[src/rtl/csr_irq_unit.sv]
// csr_irq_unit: machine-mode CSR file and interrupt responder.
// Ports: clk_i/rst_i (sync, active-high); csr_addr_i, csr_wdata_i and
//   csr_write_i/csr_set_i/csr_clear_i CSR strobes; csr_interrupt_i trap
//   entry; csr_mret_i return; pc_i; irq_i async lines.
//   Outputs: csr_rdata_o (old value, comb), mtvec_o, mepc_o, ipending_o.
// Macro CSR_CYCLE_COUNTER_EN adds a 64-bit mcycle at 0xB00/0xB80.
module csr_irq_unit #(
  parameter int          IRQ_W       = 4,
  parameter logic [31:0] MTVEC_RESET = 32'h0000_0100
) (
  input  logic             clk_i,
  input  logic             rst_i,
  input  logic [11:0]      csr_addr_i,
  input  logic [31:0]      csr_wdata_i,
  input  logic             csr_write_i,
  input  logic             csr_set_i,
  input  logic             csr_clear_i,
  input  logic             csr_interrupt_i,
  input  logic             csr_mret_i,
  input  logic [31:0]      pc_i,
  input  logic [IRQ_W-1:0] irq_i,
  output logic [31:0]      csr_rdata_o,
  output logic [31:0]      mtvec_o,
  output logic [31:0]      mepc_o,
  output logic             ipending_o
);

  logic             st_mie_q;
  logic             st_mpie_q;
  logic [IRQ_W-1:0] mie_q;
  logic [IRQ_W-1:0] sync_q;
  logic [IRQ_W-1:0] mip_q;
  logic [31:0]      mtvec_q;
  logic [31:0]      mscratch_q;
  logic [31:0]      mepc_q;
  logic [31:0]      mcause_q;

  logic hit_mstatus;
  logic hit_mie;
  logic hit_mtvec;
  logic hit_mscratch;
  logic hit_mepc;
  logic hit_mcause;
  logic hit_mip;

  assign hit_mstatus  = csr_addr_i == 12'h300;
  assign hit_mie      = csr_addr_i == 12'h304;
  assign hit_mtvec    = csr_addr_i == 12'h305;
  assign hit_mscratch = csr_addr_i == 12'h340;
  assign hit_mepc     = csr_addr_i == 12'h341;
  assign hit_mcause   = csr_addr_i == 12'h342;
  assign hit_mip      = csr_addr_i == 12'h344;

`ifdef CSR_CYCLE_COUNTER_EN
  logic [63:0] cyc_q;
  logic [63:0] cyc_nxt;
  logic        hit_cycl;
  logic        hit_cych;

  assign hit_cycl = csr_addr_i == 12'hB00;
  assign hit_cych = csr_addr_i == 12'hB80;
`endif

  logic [31:0] mstatus_rd;
  logic [31:0] mie_rd;
  logic [31:0] mip_rd;
  logic [IRQ_W-1:0] pend;
  logic [31:0] trap_cause;
  logic [31:0] wr_val;
  logic        op_en;

  assign mstatus_rd = {24'b0, st_mpie_q, 3'b0, st_mie_q, 3'b0};
  assign mie_rd     = 32'(mie_q) << 16;
  assign mip_rd     = 32'(mip_q) << 16;
  assign pend       = mip_q & mie_q;
  assign ipending_o = st_mie_q & (|pend);
  assign mtvec_o    = mtvec_q;
  assign mepc_o     = mepc_q;

  always_comb begin
    csr_rdata_o = 32'b0;
    unique case (1'b1)
      hit_mstatus:  csr_rdata_o = mstatus_rd;
      hit_mie:      csr_rdata_o = mie_rd;
      hit_mtvec:    csr_rdata_o = mtvec_q;
      hit_mscratch: csr_rdata_o = mscratch_q;
      hit_mepc:     csr_rdata_o = mepc_q;
      hit_mcause:   csr_rdata_o = mcause_q;
      hit_mip:      csr_rdata_o = mip_rd;
`ifdef CSR_CYCLE_COUNTER_EN
      hit_cycl:     csr_rdata_o = cyc_q[31:0];
      hit_cych:     csr_rdata_o = cyc_q[63:32];
`endif
      default:      csr_rdata_o = 32'b0;
    endcase
  end

  // Descending scan so the lowest pending line wins.
  always_comb begin
    trap_cause = 32'h8000_0000;
    for (int i = IRQ_W - 1; i >= 0; i--) begin
      if (pend[i]) trap_cause = 32'h8000_0010 | 32'(i);
    end
  end

  // Trap entry and mret preempt any CSR op in the same cycle.
  assign op_en = (csr_write_i | csr_set_i | csr_clear_i)
               & ~csr_interrupt_i & ~csr_mret_i;

  always_comb begin
    wr_val = csr_rdata_o;
    if (csr_write_i)      wr_val = csr_wdata_i;
    else if (csr_set_i)   wr_val = csr_rdata_o | csr_wdata_i;
    else if (csr_clear_i) wr_val = csr_rdata_o & ~csr_wdata_i;
  end

  always_ff @(posedge clk_i) begin
    if (rst_i) begin
      st_mie_q   <= 1'b0;
      st_mpie_q  <= 1'b0;
      mie_q      <= '0;
      sync_q     <= '0;
      mip_q      <= '0;
      mtvec_q    <= MTVEC_RESET & ~32'h3;
      mscratch_q <= 32'b0;
      mepc_q     <= 32'b0;
      mcause_q   <= 32'b0;
    end else begin
      sync_q <= irq_i;
      mip_q  <= sync_q;
      if (csr_interrupt_i) begin
        mepc_q    <= pc_i & ~32'h3;
        mcause_q  <= trap_cause;
        st_mpie_q <= st_mie_q;
        st_mie_q  <= 1'b0;
      end else if (csr_mret_i) begin
        st_mie_q  <= st_mpie_q;
        st_mpie_q <= 1'b1;
      end else if (op_en) begin
        unique case (1'b1)
          hit_mstatus: begin
            st_mie_q  <= wr_val[3];
            st_mpie_q <= wr_val[7];
          end
          hit_mie:      mie_q      <= wr_val[16 +: IRQ_W];
          hit_mtvec:    mtvec_q    <= wr_val & ~32'h3;
          hit_mscratch: mscratch_q <= wr_val;
          hit_mepc:     mepc_q     <= wr_val & ~32'h3;
          hit_mcause:   mcause_q   <= wr_val;
          default: ;
        endcase
      end
    end
  end

`ifdef CSR_CYCLE_COUNTER_EN
  // A written half takes the new value; the other keeps counting.
  always_comb begin
    cyc_nxt = cyc_q + 64'd1;
    if (op_en && hit_cycl) cyc_nxt[31:0]  = wr_val;
    if (op_en && hit_cych) cyc_nxt[63:32] = wr_val;
  end

  always_ff @(posedge clk_i) begin
    if (rst_i) cyc_q <= 64'b0;
    else       cyc_q <= cyc_nxt;
  end
`endif

endmodule

[config.mk]
export PLATFORM = sky130hd
export DESIGN_NAME = csr_irq_unit
export DESIGN_NICKNAME = d
export VERILOG_FILES = /design/src/rtl/csr_irq_unit.sv
export SDC_FILE = /design/constraint.sdc
export NUM_CORES = 1
export LEC_CHECK = 0
export CAP_MARGIN = 20
export CORE_MARGIN = 1
export CORE_UTILIZATION = 50
export CTS_CLUSTER_SIZE = 25
export DETAILED_ROUTE_END_ITERATION = 8
export PLACE_DENSITY = 0.8
export SYNTH_ARGS = -nofsm -noshare
export SYNTH_HDL_FRONTEND = slang
export SYNTH_SLANG_ARGS = --single-unit
export TNS_END_PERCENT = 30
[constraint.sdc]
create_clock -name clk_i -period 5.4 [get_ports clk_i]
set_clock_uncertainty 0.1 [all_clocks]
set_input_delay 1.08 -clock clk_i [delete_from_list [all_inputs] [get_ports clk_i]]
set_output_delay 1.08 -clock clk_i [all_outputs]
set_load 0.02 [all_outputs]
Yosys cells after proc, flatten, opt, wreduce, memory -nomap -nowiden
Index checks and enable logic that the tools add are counted.
W data, S select, Z words.
{ "totals": {"wordCells": 67, "register_bits": 138} }
{ "classes": {"n_bitwise": 11, "n_eq_ne": 8, "muxes": 23, "n_reduce_logical": 16} }
{ "ops": {"columns": ["cell", "count"], "rows": [
  ["$mux W32", 11],
  ["$pmux W32 S7", 1],
  ["$eq A12 B10 Y1 const B", 7],
  ["$and A32 B32 Y32", 1],
  ["$not A32 Y32", 1],
  ["$or A32 B32 Y32", 1],
  ["$mux W5", 4],
  ["$reduce_and A4 Y1", 3],
  ["$reduce_bool A2 Y1", 5],
  ["$mux W1", 7],
  ["$reduce_and A3 Y1", 2],
  ["$reduce_bool A3 Y1", 2],
  ["$and A4 B4 Y4", 1],
  ["$reduce_and A2 Y1", 2],
  ["$reduce_or A4 Y1", 1],
  ["$and A1 B1 Y1", 3],
  ["$ne A2 B2 Y1 const B", 1],
  ["$not A1 Y1", 2],
  ["$or A1 B1 Y1", 2],
  ["$reduce_or A2 Y1", 1]
]} }

Longest topological paths before layout
Gate-level depths: netlist (run 1).
{ "depth": {"depth_word": 10, "depth_mapped": 9} }

Worst setup path after synthesis (run 1)
No wires, ideal clock.
{ "synth_timing": {"path_type": "in2out", "startpoint": "input port csr_addr_i[6]", "endpoint": "output port csr_rdata_o[4]", "arrival_time_ps": 2336, "t_required_ps": 4220, "n_path_buf": 4, "path_slack_ps": 1884, "cell_stages": 8, "path_cell_list": "buf_2 nor3b_1 and4_1 buf_4 buf_6 buf_4 nand2_1 o21ai_0"} }
{ "synth_via": {"elab_chain_cells": 2, "word_cells_on_any_way": 8} }
{ "synth_rtl": {"columns": ["item", "line_no", "source"], "rows": [
  ["start, declared", "13", "input logic [11:0] csr_addr_i,"],
  ["$eq A12 B10 Y1 (tied with other cells)", "52", "assign hit_mip = csr_addr_i == 12'h344;"],
  ["$pmux W32 S7 *", "82", "unique case (1'b1)"],
  ["end, declared", "22", "output logic [31:0] csr_rdata_o,"]
]} }
Every way passes the cells marked *; elsewhere a longest branch is shown, timed or not.

Worst setup path in the final report (run 1)
{ "layout_timing": {"startpoint": "input port csr_addr_i[10]", "endpoint": "output port csr_rdata_o[3]"} }
Same word-level chain as after synthesis.

==> results of run 1 <==
-- layer usage --
metal | vias to the layer above | global-route usage (%) | part of all wire [%]
met1 | 3780 | 41.1 | 42
li1 | 3667 | - | -
met5 | - | 0 | 0
met4 | 0 | 14.2 | 3.1
met3 | 74 | 6.79 | 9.3
met2 | 438 | 50.0 | 46
-- report_power, final --
group	switching, mW	internal, mW	total (mW)
combinational	0.189	0.147	0.336
sequential	0.0160	1.04	1.05
clock	0.441	0.705	1.15
total	0.646	1.89	2.54
-- worst max path at each step --
stage | startpoint | endpoint | slack, ns | cells after the start
2_1_floorplan | csr_addr_i[6] | csr_rdata_o[4] | 1.88 | 8
3_3_place_gp | csr_addr_i[10] | csr_rdata_o[3] | 0.65 | 7
3_5_place_dp | csr_addr_i[10] | csr_rdata_o[3] | 0.63 | 7
4_1_cts | csr_addr_i[10] | csr_rdata_o[3] | 0.63 | 7
5_1_grt | csr_addr_i[9] | csr_rdata_o[3] | 0.53 | 7
6_report | csr_addr_i[10] | csr_rdata_o[3] | 0.62 | 7
-- registers in the layout, indices dropped and copies added (netlist names) --
register,cells
mtvec_o,30
sync_q,4
mepc_o,30
mie_q,4
mscratch_q,32
st_mpie_q,1
mip_q,4
st_mie_q,1
mcause_q,32
-- synthesized netlist by cell type, drive strengths merged (2+ instances only) --
cell / count
a2111oi: 2
a211oi: 85
a21o: 6
a21oi: 64
a22o: 25
a22oi: 29
a2bb2oi: 4
a311oi: 2
a31o: 2
a31oi: 6
a32oi: 3
and2: 5
and3: 5
and4: 2
buf: 55
clkbuf: 43
dfxtp: 138
inv: 4
mux2: 3
mux2i: 31
nand2: 25
nand3: 33
nand4: 52
nor2: 104
nor2b: 11
nor3: 13
nor3b: 6
nor4: 4
nor4bb: 3
o2111a: 21
o211ai: 2
o21ai: 11
o221ai: 8
o22ai: 3
o2bb2ai: 24
o31ai: 3
o32ai: 3
or2: 2
or3: 25
-- logic make-up (layout without fill, tap and decap cells) --
logic type	count (synthesis)	after routing
AO/OA/AOI/OAI	308	308
AND/OR/NAND/NOR	295	295
multiplexers	34	34
other	1	4
buffers and inverters	103	241
flip-flops	138	138
-- metrics by stage --
stage / utilization (%) / hold slack [ns]
finish: 66.7 / 0.343
global route: 66.7 / 0.366
floorplan: - / 0.314
CTS: 66.6 / 0.347
global placement: 62.7 / 0.320
detailed placement: 62.7 / 0.334
-- area by class of cell --
type / instances / area (µm²) / area share (%)
flip-flops and latches: 138 / 2760 / 27.4
clock inverters: 6 / 60.1 / 0.595
inverters: 5 / 18.8 / 0.186
clock buffers: 26 / 519 / 5.14
well taps: 188 / 235 / 2.33
repair buffers: 204 / 2000 / 19.8
multi-input cells: 641 / 4500 / 44.6
-- worst max-delay path: cells and delay by family --
kind / cells / cell delay [ns]
compound gates: 2 / 0.31
buf+inv: 3 / 1.26
simple gates: 2 / 0.94
==> summary.txt, run 1 <==
Outcome
  – Status: finished, final reports clean

Power
  – Cell Pwr Density: 251 mW/mm²
  – Total power of the final layout: 2.54 mW
  – Largest voltage drop on the vdd net: about 0.00023 V
  – Static leakage: 3.30 nW

Routing
  – Via density: about 6.6
  – Starting DRC count in detailed routing: 878
  – Antenna Nets Post-Route: 0
  – Final routed DRC violation total: 0
  – Drt total wl: 25.1 mm
  – Number of optimization iterations in the first detailed-route pass: 5
  – Routed length per instance: 20.7 µm
  – Total via count in the routed design: approximately 8,000

STA
  – Worst slew slack as a fraction of its limit: 29.7%
  – Actual transition at the worst max-transition pin: 1.05 ns
  – Final Slew Violations: 0
  – Post-layout minimum cycle time: between 4 and 5 ns
  – Hold violation total from the final report: 0
  – Setup_tns: 0 ns
  – # setup viols final: 0
  – Ratio of final minimum period to clock period: 88.5%
  – Smallest setup slack after layout: 0.623 ns
  – Setup repair after global routing missed its margin: no
  – Maximum clock frequency: 0.209 GHz

Clock tree
  – Clk buf depth: 2
  – Clock edge transition at the registers on the reported setup and hold paths: 0.06 ns
  – Clock insertion delay at the later pin of the skew report: approximately 0.43 ns
  – CTS tree: done
  – Total clock buffers created by CTS: 17
  – Number of cells upsized or downsized after cts: 0
  – Number of levels in the clock H-tree: 4
  – Number of buffers added to fix hold violations after cts: 0
  – Clock root buffer: clkbuf_16
  – Post CTS Setup Buffer Count: 0
  – Sink count of the clock tree: between 100 and 150

Setup path
  – Endpoint of the worst register-to-register path: mepc_o[16]$_SDFFE_PP0P_
  – Setup slack, reg-to-reg: 3.58 ns
  – Max incr delay on CP: 0.59 ns
  – WP data arrival: 3.60 ns
  – Largest fanout of any net on the critical path: 51
  – Kind of end point of the critical path: primary output
  – R2R cell count: 5
  – Most numerous cell on the critical path: clkdlybuf4s50_1
  – Type of the worst setup path: input port to primary output
  – Startpoint Class: input port
  – Cells along the critical path: clkdlybuf4s50_1 -> and4bb_1 -> and4_2 -> buf_12 -> a22o_1 -> a21o_1 -> clkdlybuf4s50_1
  – Slowest cell on crit path: and4bb_1
  – Source of the worst register-to-register timing path: mepc_o[16]$_SDFFE_PP0P_
  – Critical path data required time: ~4.2 ns

Logic synthesis
  – Number of enable-type register cells in the synthesized netlist: 0
  – Synthesized-area fraction occupied by ao, oa, aoi and oai cells: around 33%
  – Multiplexer share of the synthesized area: 4.44%
  – Share of flip-flops with an asynchronous set or reset: 0%
  – Netlist area before placement: 0.00775 mm²
  – Yosys top cell area share: 35.7%
  – Library cells used by synthesis: 70
  – Post-synthesis sequential element count: 138
  – Fraction of synthesized cell area in xor and xnor cells: 0%
  – Number of instances in the synthesized netlist: 879
  – Average footprint of a synthesized cell: 8.81 µm²
  – Sequential cell area fraction in the yosys report: 35.7%
  – Dominant combinational cell family by area after synthesis: compound AO/OA/AOI/OAI gates
  – Leading post-synthesis cells by cell area: dfxtp_1 (36%), a211oi_1 (6.0%), nor2_1 (5.0%), nand4_1 (4.2%), a21oi_1 (4.1%)
  – Cell taking the most area after synthesis: dfxtp_1
  – Most used DFF post-synth: dfxtp_1
  – Number of warnings issued by yosys: 0
  – Adder and majority gate portion of the synthesized area: 0%
  – Post-Synth Simple-Gate Area: 20.0%

Floorplan
  – Initial standard-cell utilization of the core: 51.1%
  – Placeable Area: about 0.015 mm²
  – Core Rows: 45
  – Number of ports placed on the die boundary: 184
  – Die Area: 0.0160 mm²
  – Die Ht: ~130 µm
  – Width of the chip: 126 µm

Finish
  – Most frequent cells in the layout: clkdlybuf4s50_1 (172), dfxtp_1 (138), nor2_1 (102)
  – Number of nets at the end of the flow: 1,094
  – Post-synthesis to final-layout area growth: 30.3%
  – Post-route cell area: 0.0101 mm²
  – Leading cell type in the layout, fill and taps excluded: clkdlybuf4s50_1
  – Layout fillers: 1,203
  – Filler-free cell count of the finished design: roughly 1,200
  – Share of layout cells above drive strength 1: 12.9%
  – Antenna cells: 0

Place
  – Place WS: about 0.63 ns
  – Number of port buffers: 177
  – Cell area after placement: 0.00950 mm²
  – # placed instances: 1,175
  – RePlAce Congestion: 0.940
  – Detailed Place HPWL: 15.8 mm

Global route
  – Pin count of the biggest net entering global routing: 83
  – Total track usage: 31.5%
  – Number of global-route vias before repair: about 7,600
  – Leftover overflow at the end of global routing: 0
  – Wire length of the first global-routing pass: 40.1 mm
  – Antenna violations before repair: 0

Hold path
  – Class of the tightest hold or removal check: register to register
  – Worst hold path startpoint: sync_q[1]$_SDFF_PP0_
  – Endpoint with the worst hold slack: mip_q[1]$_SDFF_PP0_
  – Hold depth: 1

Job
  – # Max-Cap Violations: 0
No activity file was read; power rests on OpenSTA's default activity.
==> run 2, diff against run 1 <==
--- a/config.mk
+++ b/config.mk
@@ -6,12 +6,15 @@
 export NUM_CORES = 1
 export LEC_CHECK = 0
 export CAP_MARGIN = 20
+export CELL_PAD_IN_SITES_DETAIL_PLACEMENT = 2
+export CELL_PAD_IN_SITES_GLOBAL_PLACEMENT = 2
 export CORE_MARGIN = 1
-export CORE_UTILIZATION = 50
+export CORE_UTILIZATION = 32
 export CTS_CLUSTER_SIZE = 25
 export DETAILED_ROUTE_END_ITERATION = 8
-export PLACE_DENSITY = 0.8
+export MAX_ROUTING_LAYER = met4
+export PLACE_DENSITY_LB_ADDON = 0.1
 export SYNTH_ARGS = -nofsm -noshare
 export SYNTH_HDL_FRONTEND = slang
 export SYNTH_SLANG_ARGS = --single-unit
-export TNS_END_PERCENT = 30
+export TNS_END_PERCENT = 1
==> summary.txt, run 2 (synthesis results as in run 1) <==
Place
  – Number of port buffers: 177
  – Cell area after placement: 0.00972 mm²
  – RePlAce Congestion: 0.786
  – Detailed Place HPWL: around 21 mm
  – Place WS: 0.679 ns

Clock tree
  – Clk buf depth: 2
  – Number of levels in the clock H-tree: 4
  – Sink count of the clock tree: 138
  – CTS tree: done
  – Number of buffers added to fix hold violations after cts: 0
  – Clock root buffer: clkbuf_16
  – Clock edge transition at the registers on the reported setup and hold paths: ~0.06 ns
  – Total clock buffers created by CTS: 17
  – Number of cells upsized or downsized after cts: 0
  – Clock insertion delay at the later pin of the skew report: 0.43 ns
  – Post CTS Setup Buffer Count: 0

Setup path
  – Largest fanout of any net on the critical path: 51
  – Kind of cell with the highest combined delay on the critical path: buffers and inverters
  – Most numerous cell on the critical path: clkdlybuf4s50_1
  – Slowest cell on crit path: clkdlybuf4s50_1
  – Endpoint of the worst register-to-register path: mepc_o[7]$_SDFFE_PP0P_
  – Critical path data required time: 4.22 ns
  – Startpoint Class: input port
  – Source of the worst register-to-register timing path: mscratch_q[7]$_SDFFE_PP0P_
  – Max incr delay on CP: about 0.65 ns
  – Type of the worst setup path: input port to primary output
  – Kind of end point of the critical path: primary output
  – R2R cell count: 5
  – Setup slack, reg-to-reg: approximately 3.6 ns
  – Cells along the critical path: clkdlybuf4s50_1 -> nor2b_1 -> buf_4 -> and4_2 -> buf_12 -> a22o_1 -> a21o_1 -> clkdlybuf4s50_1
  – Count of buffering cells on the critical path with inverters included: 4
  – WP data arrival: 3.57 ns

Global route
  – Antenna violations before repair: 0
  – Wire length of the first global-routing pass: 50.5 mm
  – Pin count of the biggest net entering global routing: 55
  – Leftover overflow at the end of global routing: 0
  – Number of global-route vias before repair: 8,669
  – Total track usage: 27.6%

Power
  – Clock Power Share: 44.2%
  – Cell-internal power: 1.79 mW
  – Flop pwr share: 41.8%
  – Total power of the final layout: 2.52 mW
  – Largest voltage drop on the vdd net: ~0.00016 V
  – Comb pwr share: 14.0%
  – Cell Pwr Density: 245 mW/mm²
  – Net Sw Power: about 730 µW
  – Static leakage: 3.30 nW
  – Switching fraction of total power: roughly 29%

STA
  – Post-layout minimum cycle time: 4.75 ns
  – Smallest setup slack after layout: 0.649 ns
  – Setup_tns: 0 ns
  – Maximum clock frequency: 0.210 GHz
  – Actual transition at the worst max-transition pin: 0.898 ns
  – Hold violation total from the final report: 0
  – Worst slew slack as a fraction of its limit: 40.1%
  – Setup repair after global routing missed its margin: no
  – # setup viols final: 0
  – Final Slew Violations: 0
  – Ratio of final minimum period to clock period: 88.0%

Routing
  – Final routed DRC violation total: 0
  – Starting DRC count in detailed routing: 329
  – Routed length per instance: between 20 and 25 µm
  – Total via count in the routed design: 7,924
  – Drt total wl: 32.3 mm
  – Number of optimization iterations in the first detailed-route pass: 4
  – Antenna Nets Post-Route: 0
  – Via density: 5.90

Outcome
  – Status: finished, final reports clean

Floorplan
  – Core Rows: 56
  – Die Area: roughly 0.025 mm²
  – Initial standard-cell utilization of the core: 32.8%
  – Number of ports placed on the die boundary: 184
  – Die Ht: 158 µm
  – Width of the chip: 158 µm
  – Placeable Area: roughly 0.024 mm²

Finish
  – Antenna cells: 0
  – Post-synthesis to final-layout area growth: 32.8%
  – Share of layout cells above drive strength 1: 13.6%
  – Number of nets at the end of the flow: 1,097
  – Leading cell type in the layout, fill and taps excluded: clkdlybuf4s50_1
  – Post-route cell area: 0.0103 mm²
  – Most frequent cells in the layout: clkdlybuf4s50_1 (171), dfxtp_1 (138), nor2_1 (102)
  – Final core utilization: 43.6%
  – Layout fillers: 2,593
  – Registers with the most flip-flops: mcause_q: 32 flops, mscratch_q: 32 flops

Hold path
  – Class of the tightest hold or removal check: register to register
  – Hold depth: 1
  – Worst hold path startpoint: sync_q[3]$_SDFF_PP0_
  – Endpoint with the worst hold slack: mip_q[3]$_SDFF_PP0_

Job
  – # Max-Cap Violations: 0
[run 2: cell count changes in the layout (fill, tap and decap cells not counted), sizes merged]
| cell | previous run | this run |
|---|---|---|
| clkbuf | 26 | 18 |
| inv | 4 | 8 |
| clkinv | 4 | 7 |
| clkdlybuf4s50 | 172 | 171 |
| buf | 32 | 36 |
| clkinvlp | 2 | 4 |
| bufinv | 1 | 0 |
[run 2: layer usage]
| layer | track usage, % | vias up | wire length [µm] |
|---|---|---|---|
| met1 | 34.3 | 4026 | 14800 |
| met3 | 3.50 | 35 | 1200 |
| met5 | - | - | 0 |
| met2 | 46.6 | 190 | 15900 |
| met4 | 8.32 | 0 | 445 |
| li1 | - | 3673 | - |
[run 2: power groups by stage]
stage               logic (mW)  registers, mW  clock network [mW]
floorplan                0.165           1.09                   0
global placement         0.346           1.08                   0
detailed placement       0.351           1.08                   0
CTS                      0.354           1.06                1.14
global route             0.375           1.06                1.18
finish                   0.354           1.06                1.11
[run 2: final cells by class]
type,count,area (µm²),share of cell area (%)
clock inverter,14,114,1.11
timing repair buffer,207,2050,19.9
multi-input combinational,641,4500,43.8
sequential,138,2760,26.9
inverter,5,18.8,0.183
clock buffer,18,439,4.27
tap,319,399,3.88
[run 2: worst max path at each step]
stage	from	to	cells after the start	slack, ns
final	csr_addr_i[2]	csr_rdata_o[3]	8	0.65
after global routing	csr_addr_i[2]	csr_rdata_o[3]	8	0.58
after CTS	csr_addr_i[2]	csr_rdata_o[3]	8	0.64
after detailed placement	csr_addr_i[2]	csr_rdata_o[3]	8	0.68
after global placement	csr_addr_i[2]	csr_rdata_o[3]	8	0.70
after floorplan	csr_addr_i[6]	csr_rdata_o[4]	8	1.88
[run 2: stage by stage]
stage                     instances  hold slack, ns
after floorplan                 882           0.314
after global placement         1309           0.321
after detailed placement       1309           0.328
after CTS                      1341           0.342
after global routing           1342           0.358
final                          1342           0.339
==> run 3, diff against run 2 <==
--- a/config.mk
+++ b/config.mk
@@ -5,6 +5,7 @@
 export SDC_FILE = /design/constraint.sdc
 export NUM_CORES = 1
 export LEC_CHECK = 0
+export ABC_AREA = 0
 export CAP_MARGIN = 20
 export CELL_PAD_IN_SITES_DETAIL_PLACEMENT = 2
 export CELL_PAD_IN_SITES_GLOBAL_PLACEMENT = 2
==> results of run 3 <==
Same layout as run 2: the final DEF is identical, and so are final timing and power.
